`src/rtl/pipeline_hazard_controller_pkg.sv`:
```
// Shared types and encodings for the pipeline hazard controller and its sub-blocks.
package pipe_ctrl_pkg;

  localparam int ADDR_W_DEF   = 12;
  localparam int REG_ID_W_DEF = 3;

  typedef enum logic [1:0] {
    RUN      = 2'd0,
    RET_POP  = 2'd1,
    RET_WAIT = 2'd2,
    RET_JMP  = 2'd3
  } state_t;

  localparam logic [1:0] PC_SRC_PLUS1  = 2'b00;
  localparam logic [1:0] PC_SRC_TARGET = 2'b01;
  localparam logic [1:0] PC_SRC_STACK  = 2'b10;

endpackage

```
`src/rtl/pipeline_hazard_controller_hazard_detect.sv`:
```
// Combinational load-use and flag-use hazard compare between the ID and EX stages.
module hazard_detect #(
  parameter int REG_ID_W = pipe_ctrl_pkg::REG_ID_W_DEF
) (
  input  logic [REG_ID_W-1:0] id_rs,
  input  logic [REG_ID_W-1:0] id_rt,
  input  logic                id_uses_rs,
  input  logic                id_uses_rt,
  input  logic                id_branch,
  input  logic                ex_mem_read,
  input  logic [REG_ID_W-1:0] ex_rd,
  input  logic                ex_sets_flags,
  output logic                stall_lu,
  output logic                stall_flag
);

  logic rs_match;
  logic rt_match;

  assign rs_match   = id_uses_rs && (id_rs == ex_rd);
  assign rt_match   = id_uses_rt && (id_rt == ex_rd);
  assign stall_lu   = ex_mem_read && (rs_match || rt_match);
  // A branch cannot resolve until the flag-setting instruction ahead of it has written C/Z.
  assign stall_flag = id_branch && ex_sets_flags;

endmodule

```
`src/rtl/pipeline_hazard_controller.sv`:
```
// Pipeline stall/flush/PC-source controller with a multi-cycle return sequence.
// Optional HAZARD_PERF_CNT_EN adds saturating stall and flush counters.
module pipeline_hazard_controller
  import pipe_ctrl_pkg::*;
#(
  parameter int ADDR_W   = ADDR_W_DEF,
  parameter int REG_ID_W = REG_ID_W_DEF,
  parameter int RET_LAT  = 1
) (
  input  logic                clk,
  input  logic                rst,
  input  logic [REG_ID_W-1:0] id_rs,
  input  logic [REG_ID_W-1:0] id_rt,
  input  logic                id_uses_rs,
  input  logic                id_uses_rt,
  input  logic                id_jump,
  input  logic                id_branch,
  input  logic                id_cond_true,
  input  logic                id_call,
  input  logic                id_ret,
  input  logic [ADDR_W-1:0]   id_target,
  input  logic [ADDR_W-1:0]   stack_out,
  input  logic                ex_mem_read,
  input  logic [REG_ID_W-1:0] ex_rd,
  input  logic                ex_sets_flags,
  output logic                pc_ld,
  output logic [1:0]          pc_sel,
  output logic [ADDR_W-1:0]   next_pc_redirect,
  output logic                pr1_ld,
  output logic                pr1_flush,
  output logic                pr2_bubble,
  output logic                push_stack,
  output logic                pop_stack,
  output logic                busy
`ifdef HAZARD_PERF_CNT_EN
  ,
  output logic [15:0]         stall_cnt,
  output logic [15:0]         flush_cnt
`endif
);

  localparam int RET_CNT_W = 2;

  state_t               state;
  state_t               next_state;
  logic [RET_CNT_W-1:0] ret_cnt;
  logic [RET_CNT_W-1:0] ret_cnt_nxt;
  logic                 stall_lu;
  logic                 stall_flag;
  logic                 stall;

  hazard_detect #(
    .REG_ID_W (REG_ID_W)
  ) u_hazard_detect (
    .id_rs         (id_rs),
    .id_rt         (id_rt),
    .id_uses_rs    (id_uses_rs),
    .id_uses_rt    (id_uses_rt),
    .id_branch     (id_branch),
    .ex_mem_read   (ex_mem_read),
    .ex_rd         (ex_rd),
    .ex_sets_flags (ex_sets_flags),
    .stall_lu      (stall_lu),
    .stall_flag    (stall_flag)
  );

  // NOTE: state registers use non-blocking assignments so every flop samples pre-edge values.
  always_ff @(posedge clk) begin
    if (rst) begin
      state   <= RUN;
      ret_cnt <= '0;
    end else begin
      state   <= next_state;
      ret_cnt <= ret_cnt_nxt;
    end
  end

  always_comb begin
    // NOTE: every output gets a default first so no path through the case infers a latch.
    next_state  = state;
    ret_cnt_nxt = ret_cnt;
    stall       = 1'b0;
    pc_ld       = 1'b0;
    pc_sel      = PC_SRC_PLUS1;
    pr1_ld      = 1'b0;
    pr1_flush   = 1'b0;
    pr2_bubble  = 1'b0;
    push_stack  = 1'b0;
    pop_stack   = 1'b0;
    busy        = (state != RUN);

    unique case (state)
      RUN: begin
        if (stall_lu || stall_flag) begin
          stall      = 1'b1;
          pr2_bubble = 1'b1;
        end else if (id_ret) begin
          pr1_flush  = 1'b1;
          pop_stack  = 1'b1;
          next_state = RET_POP;
        end else if (id_jump || id_call || (id_branch && id_cond_true)) begin
          pc_sel     = PC_SRC_TARGET;
          pc_ld      = 1'b1;
          pr1_flush  = 1'b1;
          push_stack = id_call;
        end else begin
          pc_ld  = 1'b1;
          pr1_ld = 1'b1;
        end
      end
      RET_POP: begin
        pr1_flush   = 1'b1;
        ret_cnt_nxt = RET_CNT_W'(RET_LAT - 1);
        next_state  = (RET_LAT == 1) ? RET_JMP : RET_WAIT;
      end
      RET_WAIT: begin
        pr1_flush   = 1'b1;
        ret_cnt_nxt = ret_cnt - 1'b1;
        if (ret_cnt == RET_CNT_W'(1)) next_state = RET_JMP;
      end
      RET_JMP: begin
        pc_sel     = PC_SRC_STACK;
        pc_ld      = 1'b1;
        pr1_flush  = 1'b1;
        next_state = RUN;
      end
      default: next_state = RUN;
    endcase

    // Reset forces the pipeline quiet regardless of what the FSM would decode.
    if (rst) begin
      stall      = 1'b0;
      pc_ld      = 1'b0;
      pc_sel     = PC_SRC_PLUS1;
      pr1_ld     = 1'b0;
      pr1_flush  = 1'b1;
      pr2_bubble = 1'b1;
      push_stack = 1'b0;
      pop_stack  = 1'b0;
      busy       = 1'b0;
    end
  end

  assign next_pc_redirect = (state == RET_JMP) ? stack_out : id_target;

`ifdef HAZARD_PERF_CNT_EN
  always_ff @(posedge clk) begin
    if (rst) begin
      stall_cnt <= '0;
      flush_cnt <= '0;
    end else begin
      if (stall && (stall_cnt != 16'hFFFF))     stall_cnt <= stall_cnt + 16'd1;
      if (pr1_flush && (flush_cnt != 16'hFFFF)) flush_cnt <= flush_cnt + 16'd1;
    end
  end
`endif

endmodule

```
`config.mk`:
```
export PLATFORM = sky130hd
export DESIGN_NAME = pipeline_hazard_controller
export DESIGN_NICKNAME = d
export VERILOG_FILES = /design/src/rtl/pipeline_hazard_controller_pkg.sv /design/src/rtl/pipeline_hazard_controller_hazard_detect.sv /design/src/rtl/pipeline_hazard_controller.sv
export SDC_FILE = /design/constraint.sdc
export NUM_CORES = 1
export LEC_CHECK = 0
export ABC_AREA = 0
export CAP_MARGIN = 10
export CORE_ASPECT_RATIO = 1.1
export CORE_UTILIZATION = 27
export CTS_CLUSTER_DIAMETER = 100
export DETAILED_ROUTE_END_ITERATION = 7
export GPL_ROUTABILITY_DRIVEN = 1
export PLACE_DENSITY_LB_ADDON = 0.1
export SYNTH_ARGS = -nofsm -noshare
export SYNTH_HDL_FRONTEND = slang
export SYNTH_HIERARCHICAL = 1
export SYNTH_SLANG_ARGS = --single-unit
export TNS_END_PERCENT = 1
```
`constraint.sdc`:
```
create_clock -name clk -period 1.8 [get_ports clk]
set_clock_uncertainty 0.15 [all_clocks]
set_input_delay 0.36 -clock clk [delete_from_list [all_inputs] [get_ports clk]]
set_output_delay 0.36 -clock clk [all_outputs]
set_load 0.005 [all_outputs]
```
==> load_flow_metrics.sql, run 1 <==
INSERT INTO impl_metrics (metric_group, metric, value, unit) VALUES
('status', 'status', 'finished, violations left', ''),
('status', 'violations_in_the_final_reports', 'negative setup slack', ''),
('placed_design', 'routabilityCongestion', '0.6898', ''),
('global_route', 'gr-total-overflow', '0', ''),
('placed_design', 'place.detailed.hpwl', '1802', 'um'),
('global_route', 'grt_usage', '22.15', '%'),
('global_route', 'grt_pass1_wl', '3732', 'um'),
('min_path', 'launch_instance_of_the_worst_min_delay_path', 'ret_cnt[1]', ''),
('sta', 'hold_slack', '0.3303', 'ns'),
('yosys', 'yosys-top-cells-area', 'mux2_2 (24%), dfxtp_1 (13%), ha_1 (13%)', ''),
('sta', 'post-route-period-util', '112.5', '%'),
('run', 'maxCapViolCount', '0', ''),
('clock_network', 'insertion_delay', '0.24', 'ns'),
('sta', 'layout_min_cycle_time', '2.025', 'ns'),
('placed_design', 'io_buffer_count', '64', ''),
('yosys', 'synth.most_common_cell', 'mux2_2', ''),
('cells_and_area', 'stdcell_count', '177', ''),
('min_path', 'min_to', 'ret_cnt[1]', ''),
('yosys', 'number_of_synthesized_flops_with_an_enable_pin', '0', ''),
('critical_path', 'worstPathRequired', '1.29', 'ns'),
('clock_network', 'cts_htree_levels', '1', ''),
('cells_and_area', 'drive_above_1_share', '55.70', '%'),
('die', 'core_area', '2042', 'sq um'),
('die', 'io_pins', '65', ''),
('global_route', 'first_global_vias', '875', ''),
('placed_design', 'dp_worst_setup_slack', '-0.9301', 'ns'),
('routing', 'first_iter_violations', '2', ''),
('die', 'die_area', '2412', 'sq um'),
('critical_path', 'ff2ff_setup_slack', '0.17', 'ns'),
('routing', 'wl', '2480', 'um'),
('die', 'die_w', '46.92', 'um'),
('clock_network', 'clock_sink_count', '4', ''),
('sta', 'setup_ws', '-0.2249', 'ns'),
('critical_path', 'timing.rr.start', 'state[0]', ''),
('die', 'initial_util', '29.35', '%'),
('yosys', 'gate_count_post_synth', '69', ''),
('routing', 'drt.antenna.violating_nets', '0', ''),
('critical_path', 'timing_worst_setup_path_type', 'in2out', ''),
('die', 'fp.dieH', '51.42', 'um'),
('yosys', 'async_flop_share', '0', '%'),
('critical_path', 'start_point_of_the_critical_path', 'ex_rd[2]', ''),
('yosys', 'netlist_top_cells_count', 'mux2_2 (13), ha_1 (6), nor2_1 (6), xnor2_1 (6), inv_1 (5)', ''),
('yosys', 'synth_sequential_area_ratio', '13.36', '%'),
('global_route', 'antenna_found_initial', '0', ''),
('routing', 'drt-pass1-iter-count', '2', ''),
('yosys', 'ys_ff_latch', '4', ''),
('yosys', 'syn_avg_cell_area', '8.686', 'sq um'),
('critical_path', 'worstSetupEndpointType', 'output port', ''),
('yosys', 'syn_nets', '119', ''),
('sta', 'achievable-frequency', '493.9', 'MHz'),
('routing', 'route.vias.total', '810', ''),
('clock_network', 'clockRootBuffer', 'clkbuf_4', ''),
('routing', 'post_drt_via_cell_ratio', '4.576', ''),
('yosys', 'synth_top_area_cell', 'mux2_2', ''),
('power', 'total_power', '1.094', 'mW'),
('global_route', 'grt_max_degree', '12', ''),
('yosys', 'synth_flop_cell', 'dfxtp_1', ''),
('sta', 'rsz0062_at_grt', 'true', ''),
('sta', 'count_of_endpoints_failing_setup_in_the_final_report', '19', ''),
('sta', 'number_of_hold_violations_in_the_final_report', '0', ''),
('clock_network', 'clock_path_buffers', '2', ''),
('critical_path', 'critPathLaunchType', 'primary input', ''),
('clock_network', 'tritoncts', 'yes', ''),
('sta', 'setup_tns', '-1.430', 'ns'),
('critical_path', 'rr_worst_depth', '6', ''),
('clock_network', 'cts-buffers-inserted', '3', ''),
('sta', 'timing.slew.headroom', '82.19', '%'),
('critical_path', 'critPathArrivalTime', '1.51', 'ns'),
('routing', 'routedWlPerCell', '14.01', 'um'),
('sta', 'tightest_slew', '0.2660', 'ns'),
('power', 'leakagePower', '0.7065', 'nW');
cells in the final DEF, fill, tap and decap left out, types with 3 or more instances in the layout:
cell type,n
dlygate4sd2_1,4
buf_6,11
buf_2,11
mux2_4,12
nand2b_1,4
clkbuf_4,3
nor2_1,4
ha_1,4
clkdlybuf4s50_1,28
inv_2,3
buf_4,12
inv_1,3
clkbuf_2,8
xnor2_2,6
per-layer routing:
| metal | share of wire, % | global-route usage, % |
|---|---|---|
| met1 | 34 | 20.59 |
| met2 | 58 | 43.52 |
| met3 | 7.1 | 9.894 |
| met4 | 1.1 | 1.905 |
| met5 | 0 | 0 |
repair_timing:
item / CTS / global route
resized for setup: 138 / 33
buffers inserted: 5 / 0
pin swaps: 22 / 8
setup endpoints to repair: 23 / 21
cloned: 1 / 0
where the power goes:
group | total [mW] | switching (mW) | internal, mW | leakage (nW)
clock | 0.115 | 0.0405 | 0.0748 | 0.0138
combinational | 0.822 | 0.303 | 0.519 | 0.659
sequential | 0.157 | 0.0309 | 0.126 | 0.0340
flip-flops by register name (all words and copies together) (netlist names):
register  flops
state         2
ret_cnt       2
worst max path at each step:
stage / cells past startpoint / slack [ns] / to
2_1_floorplan: 3 / 0.13 / next_pc_redirect[10]
3_5_place_dp: 8 / -0.93 / pr1_ld
5_1_grt: 9 / -0.30 / pr1_ld
3_3_place_gp: 7 / -0.88 / pc_sel[0]
6_report: 9 / -0.22 / pr1_ld
4_1_cts: 9 / -0.20 / pr1_ld
per-stage QoR:
step                      instance area (sq um)  utilization (%)
after floorplan                           599.3                -
after global placement                     1354            66.30
after detailed placement                   1354            66.30
after CTS                                  1464            71.69
after global routing                       1515            74.20
final                                      1515            74.20
critical path, stage by stage:
cell and delay (ns):
buf_8 0.10, xnor2_2 0.12, nand4_1 0.15, a21boi_4 0.09, nor4b_4 0.28, buf_4 0.16, nand2_2 0.04, nor2_2 0.09
buf_2 0.11
layout make-up:
type                            instances  area, sq um
Tap cell                               28        35.03
Fill cell                             168        526.8
Clock buffer                            3        22.52
Multi-Input combinational cell         57        640.6
Sequential cell                         4        87.58
Timing Repair Buffer                   79        706.9
Inverter                                6        22.52
kinds of logic after synthesis:
logic type	share of synthesized area [%]
AO/OA/AOI/OAI	9.602
flip-flops	13.36
buffers and inverters	5.218
XOR/XNOR	8.768
adder cells (fa/ha/maj)	12.53
AND/OR/NAND/NOR	21.92
multiplexers	28.60
(Power assumes the default switching activity.)
==> run 2: changes to the inputs <==
==> constraint.sdc (replaced) <==
create_clock -name clk -period 2.55 [get_ports clk]
set_clock_uncertainty 0.15 [all_clocks]
set_input_delay 0.51 -clock clk [delete_from_list [all_inputs] [get_ports clk]]
set_output_delay 0.51 -clock clk [all_outputs]
set_load 0.005 [all_outputs]
==> run 2 against run 1 <==
Against the previous run: the flow now finishes without violations; power down 40%; non-clock buffer count decreased by 5; combinational power down 43%; design area down 11%; setup slack better by 0.31 ns; sequential cell count did not move; count of clock-buffer cells in the layout unchanged; critical path depth is 2 lower; register-to-register slack better by 0.60 ns; core utilization decreased by 8.1 points.
==> load_flow_metrics.sql, run 2 (synthesized netlist as in run 1, its figures left out) <==
INSERT INTO impl_metrics (metric_group, metric, value, unit) VALUES
('cells_and_area', 'diodes', '0', ''),
('routing', 'first_iter_violations', '2', ''),
('critical_path', 'timing.rr.start', 'state[0]', ''),
('sta', 'slew_viol_final', '0', ''),
('critical_path', 'start_point_of_the_critical_path', 'id_uses_rt', ''),
('critical_path', 'worstPathMaxFanout', '3', ''),
('sta', 'hold_slack', '0.3170', 'ns'),
('critical_path', 'cp.depth', '7', ''),
('status', 'status', 'finished, final reports clean', ''),
('critical_path', 'crit-reg2reg-capture', 'state[0]', ''),
('sta', 'layout_min_cycle_time', '2.464', 'ns'),
('die', 'core_area', '2042', 'sq um'),
('global_route', 'grt_pass1_wl', '3553', 'um'),
('clock_network', 'cts_htree_levels', '1', ''),
('die', 'initial_util', '29.35', '%'),
('cells_and_area', 'n_fill_cell', '201', ''),
('min_path', 'launch_instance_of_the_worst_min_delay_path', 'ret_cnt[1]', ''),
('run', 'maxCapViolCount', '0', ''),
('cells_and_area', 'reg_top3', 'ret_cnt: 2 flops, state: 2 flops', ''),
('global_route', 'gr-total-overflow', '0', ''),
('critical_path', 'crit_end', 'push_stack', ''),
('routing', 'drt.antenna.violating_nets', '0', ''),
('critical_path', 'timing.critical_path.buf_inv', '3', ''),
('critical_path', 'cpMaxStageDelayCell', 'clkdlybuf4s50_1', ''),
('die', 'die_area', '2412', 'sq um'),
('clock_network', 'worst_setup_hold_path_clk_slew', '0.04', 'ns'),
('global_route', 'antenna_found_initial', '0', ''),
('sta', 'tightest_slew', '0.2421', 'ns'),
('routing', 'route.vias.total', '786', ''),
('sta', 'rsz0062_at_grt', 'false', ''),
('clock_network', 'clock_path_buffers', '2', ''),
('critical_path', 'worstPathCellList', 'clkdlybuf4s50_1 -> nand4_1 -> a21boi_2 -> nor4b_4 -> buf_4 -> and3_4 -> buf_2', ''),
('power', 'leakagePower', '0.5690', 'nW'),
('sta', 'post-route-period-util', '96.64', '%'),
('sta', 'number_of_hold_violations_in_the_final_report', '0', ''),
('critical_path', 'critical_path.max_stage_delay', '0.46', 'ns'),
('power', 'peakVddDrop', '327.2', 'uV'),
('placed_design', 'routabilityCongestion', '0.7003', ''),
('placed_design', 'place.detailed.hpwl', '1966', 'um'),
('clock_network', 'clockRootBuffer', 'clkbuf_4', ''),
('sta', 'timing.slew.headroom', '83.79', '%'),
('critical_path', 'worstPathRequired', '1.89', 'ns'),
('cells_and_area', 'final_net_count', '196', ''),
('clock_network', 'tritoncts', 'yes', ''),
('routing', 'routedWlPerCell', '13.33', 'um'),
('critical_path', 'worstSetupEndpointType', 'output port', ''),
('power', 'power-per-cell-area', '483.3', 'nW/um^2'),
('clock_network', 'clock_sink_count', '4', ''),
('clock_network', 'cts-buffers-inserted', '3', ''),
('critical_path', 'worst_path_dominant_cell_family', 'buffers and inverters', ''),
('die', 'die_w', '46.92', 'um'),
('min_path', 'timing.hold.worst.class', 'reg2reg', ''),
('die', 'core.rowCount', '17', ''),
('placed_design', 'dp.cells', '165', ''),
('critical_path', 'critPathArrivalTime', '1.80', 'ns'),
('cells_and_area', 'most_frequent_cells_in_the_layout', 'clkdlybuf4s50_1 (48), mux2_2 (13), buf_4 (9), dlygate4sd2_1 (7), buf_2 (7)', ''),
('cells_and_area', 'utilization', '66.05', '%'),
('global_route', 'grt_max_degree', '14', ''),
('sta', 'count_of_endpoints_failing_setup_in_the_final_report', '0', ''),
('cells_and_area', 'areaGrowthSynthToFinish', '125.1', '%'),
('critical_path', 'rr_worst_depth', '7', ''),
('routing', 'drt-pass1-iter-count', '2', ''),
('cells_and_area', 'drive_above_1_share', '29.17', '%'),
('critical_path', 'critPathLaunchType', 'primary input', ''),
('global_route', 'grt_usage', '21.03', '%'),
('clock_network', 'cts_hold_buf', '0', ''),
('critical_path', 'ff2ff_setup_slack', '0.77', 'ns'),
('routing', 'wl', '2292', 'um'),
('global_route', 'first_global_vias', '891', ''),
('routing', 'detail_route.drc_violations', '0', ''),
('cells_and_area', 'stdcell_count', '172', ''),
('sta', 'achievable-frequency', '405.8', 'MHz'),
('routing', 'post_drt_via_cell_ratio', '4.570', ''),
('placed_design', 'io_buffer_count', '64', ''),
('cells_and_area', 'mostFrequentLayoutCell', 'clkdlybuf4s50_1', ''),
('sta', 'setup_tns', '0', 'ns'),
('die', 'fp.dieH', '51.42', 'um'),
('critical_path', 'timing_worst_setup_path_type', 'in2out', ''),
('clock_network', 'insertion_delay', '0.24', 'ns'),
('die', 'io_pins', '65', '');
## run 2: changes by cell type in the layout (fill, tap and decap cells not counted), moves of 3 or more
| cell | before | now |
|---|---|---|
| xnor2_1 | 0 | 6 |
| buf_2 | 11 | 7 |
| buf_6 | 11 | 1 |
| xnor2_2 | 6 | 0 |
| mux2_4 | 12 | 1 |
| buf_4 | 12 | 9 |
| dlygate4sd2_1 | 4 | 7 |
| clkbuf_2 | 8 | 0 |
| mux2_2 | 2 | 13 |
| clkdlybuf4s50_1 | 28 | 48 |
## run 2: metal layers
| layer | share of wire [%] | up-vias | global-route usage [%] |
|---|---|---|---|
| met5 | 0 | - | 0 |
| met4 | 1.9 | 0 | 6.190 |
| met3 | 7.5 | 4 | 7.774 |
| met2 | 59 | 41 | 43.06 |
| met1 | 32 | 350 | 16.99 |
| li1 | - | 391 | - |
## run 2: layout make-up
type                       instances  area, sq um  share of cell area (%)
tap                               28        35.03                   2.597
sequential                         4        81.33                   6.030
timing repair buffer              74        675.6                   50.09
inverter                           6        22.52                   1.670
multi-input combinational         57        511.7                   37.94
clock buffer                       3        22.52                   1.670
## run 2: report_power, final
part | internal (mW) | total (mW) | switching, mW | leakage, nW
registers | 0.0823 | 0.0990 | 0.0167 | 0.0332
clock network | 0.0529 | 0.0826 | 0.0296 | 0.0138
logic | 0.295 | 0.470 | 0.176 | 0.522
## run 2: worst min-delay path, cell delays in order, from the launching register on
cell	delay (ns)
dfxtp_1	0.30
nand2b_1	0.06
a21oi_1	0.05
## run 2: worst min-delay path by stage
stage | slack (ns) | to | cells past startpoint
floorplan | 0.30 | ret_cnt[1] | 2
global placement | 0.31 | ret_cnt[1] | 2
detailed placement | 0.31 | ret_cnt[1] | 2
CTS | 0.32 | ret_cnt[1] | 2
global route | 0.35 | ret_cnt[1] | 2
finish | 0.32 | ret_cnt[1] | 2
## run 2: what timing repair did
| action | 4_1_cts | 5_1_grt |
|---|---|---|
| buffers inserted | 3 | 1 |
| pin swaps | 10 | 7 |
| gates resized for setup | 40 | 8 |
| setup endpoints to repair | 7 | 18 |
## run 2: stage by stage
stage               power, mW  setup WS, ns  area (sq um)
global route           0.7004      0.004293          1349
detailed placement     0.5568       -0.5220          1311
floorplan              0.3296        0.5824         599.3
finish                 0.6519       0.08568          1349
CTS                    0.6498      -0.03413          1333
global placement       0.5476       -0.4380          1311
==> run 3: changes to the inputs <==
--- a/config.mk
+++ b/config.mk
@@ -10,6 +10,7 @@
 export CORE_ASPECT_RATIO = 1.1
 export CORE_UTILIZATION = 27
 export CTS_CLUSTER_DIAMETER = 100
+export CTS_CLUSTER_SIZE = 14
 export DETAILED_ROUTE_END_ITERATION = 7
 export GPL_ROUTABILITY_DRIVEN = 1
 export PLACE_DENSITY_LB_ADDON = 0.1
==> results of run 3 <==
No change in the layout: final DEF, timing and power equal those of run 2.
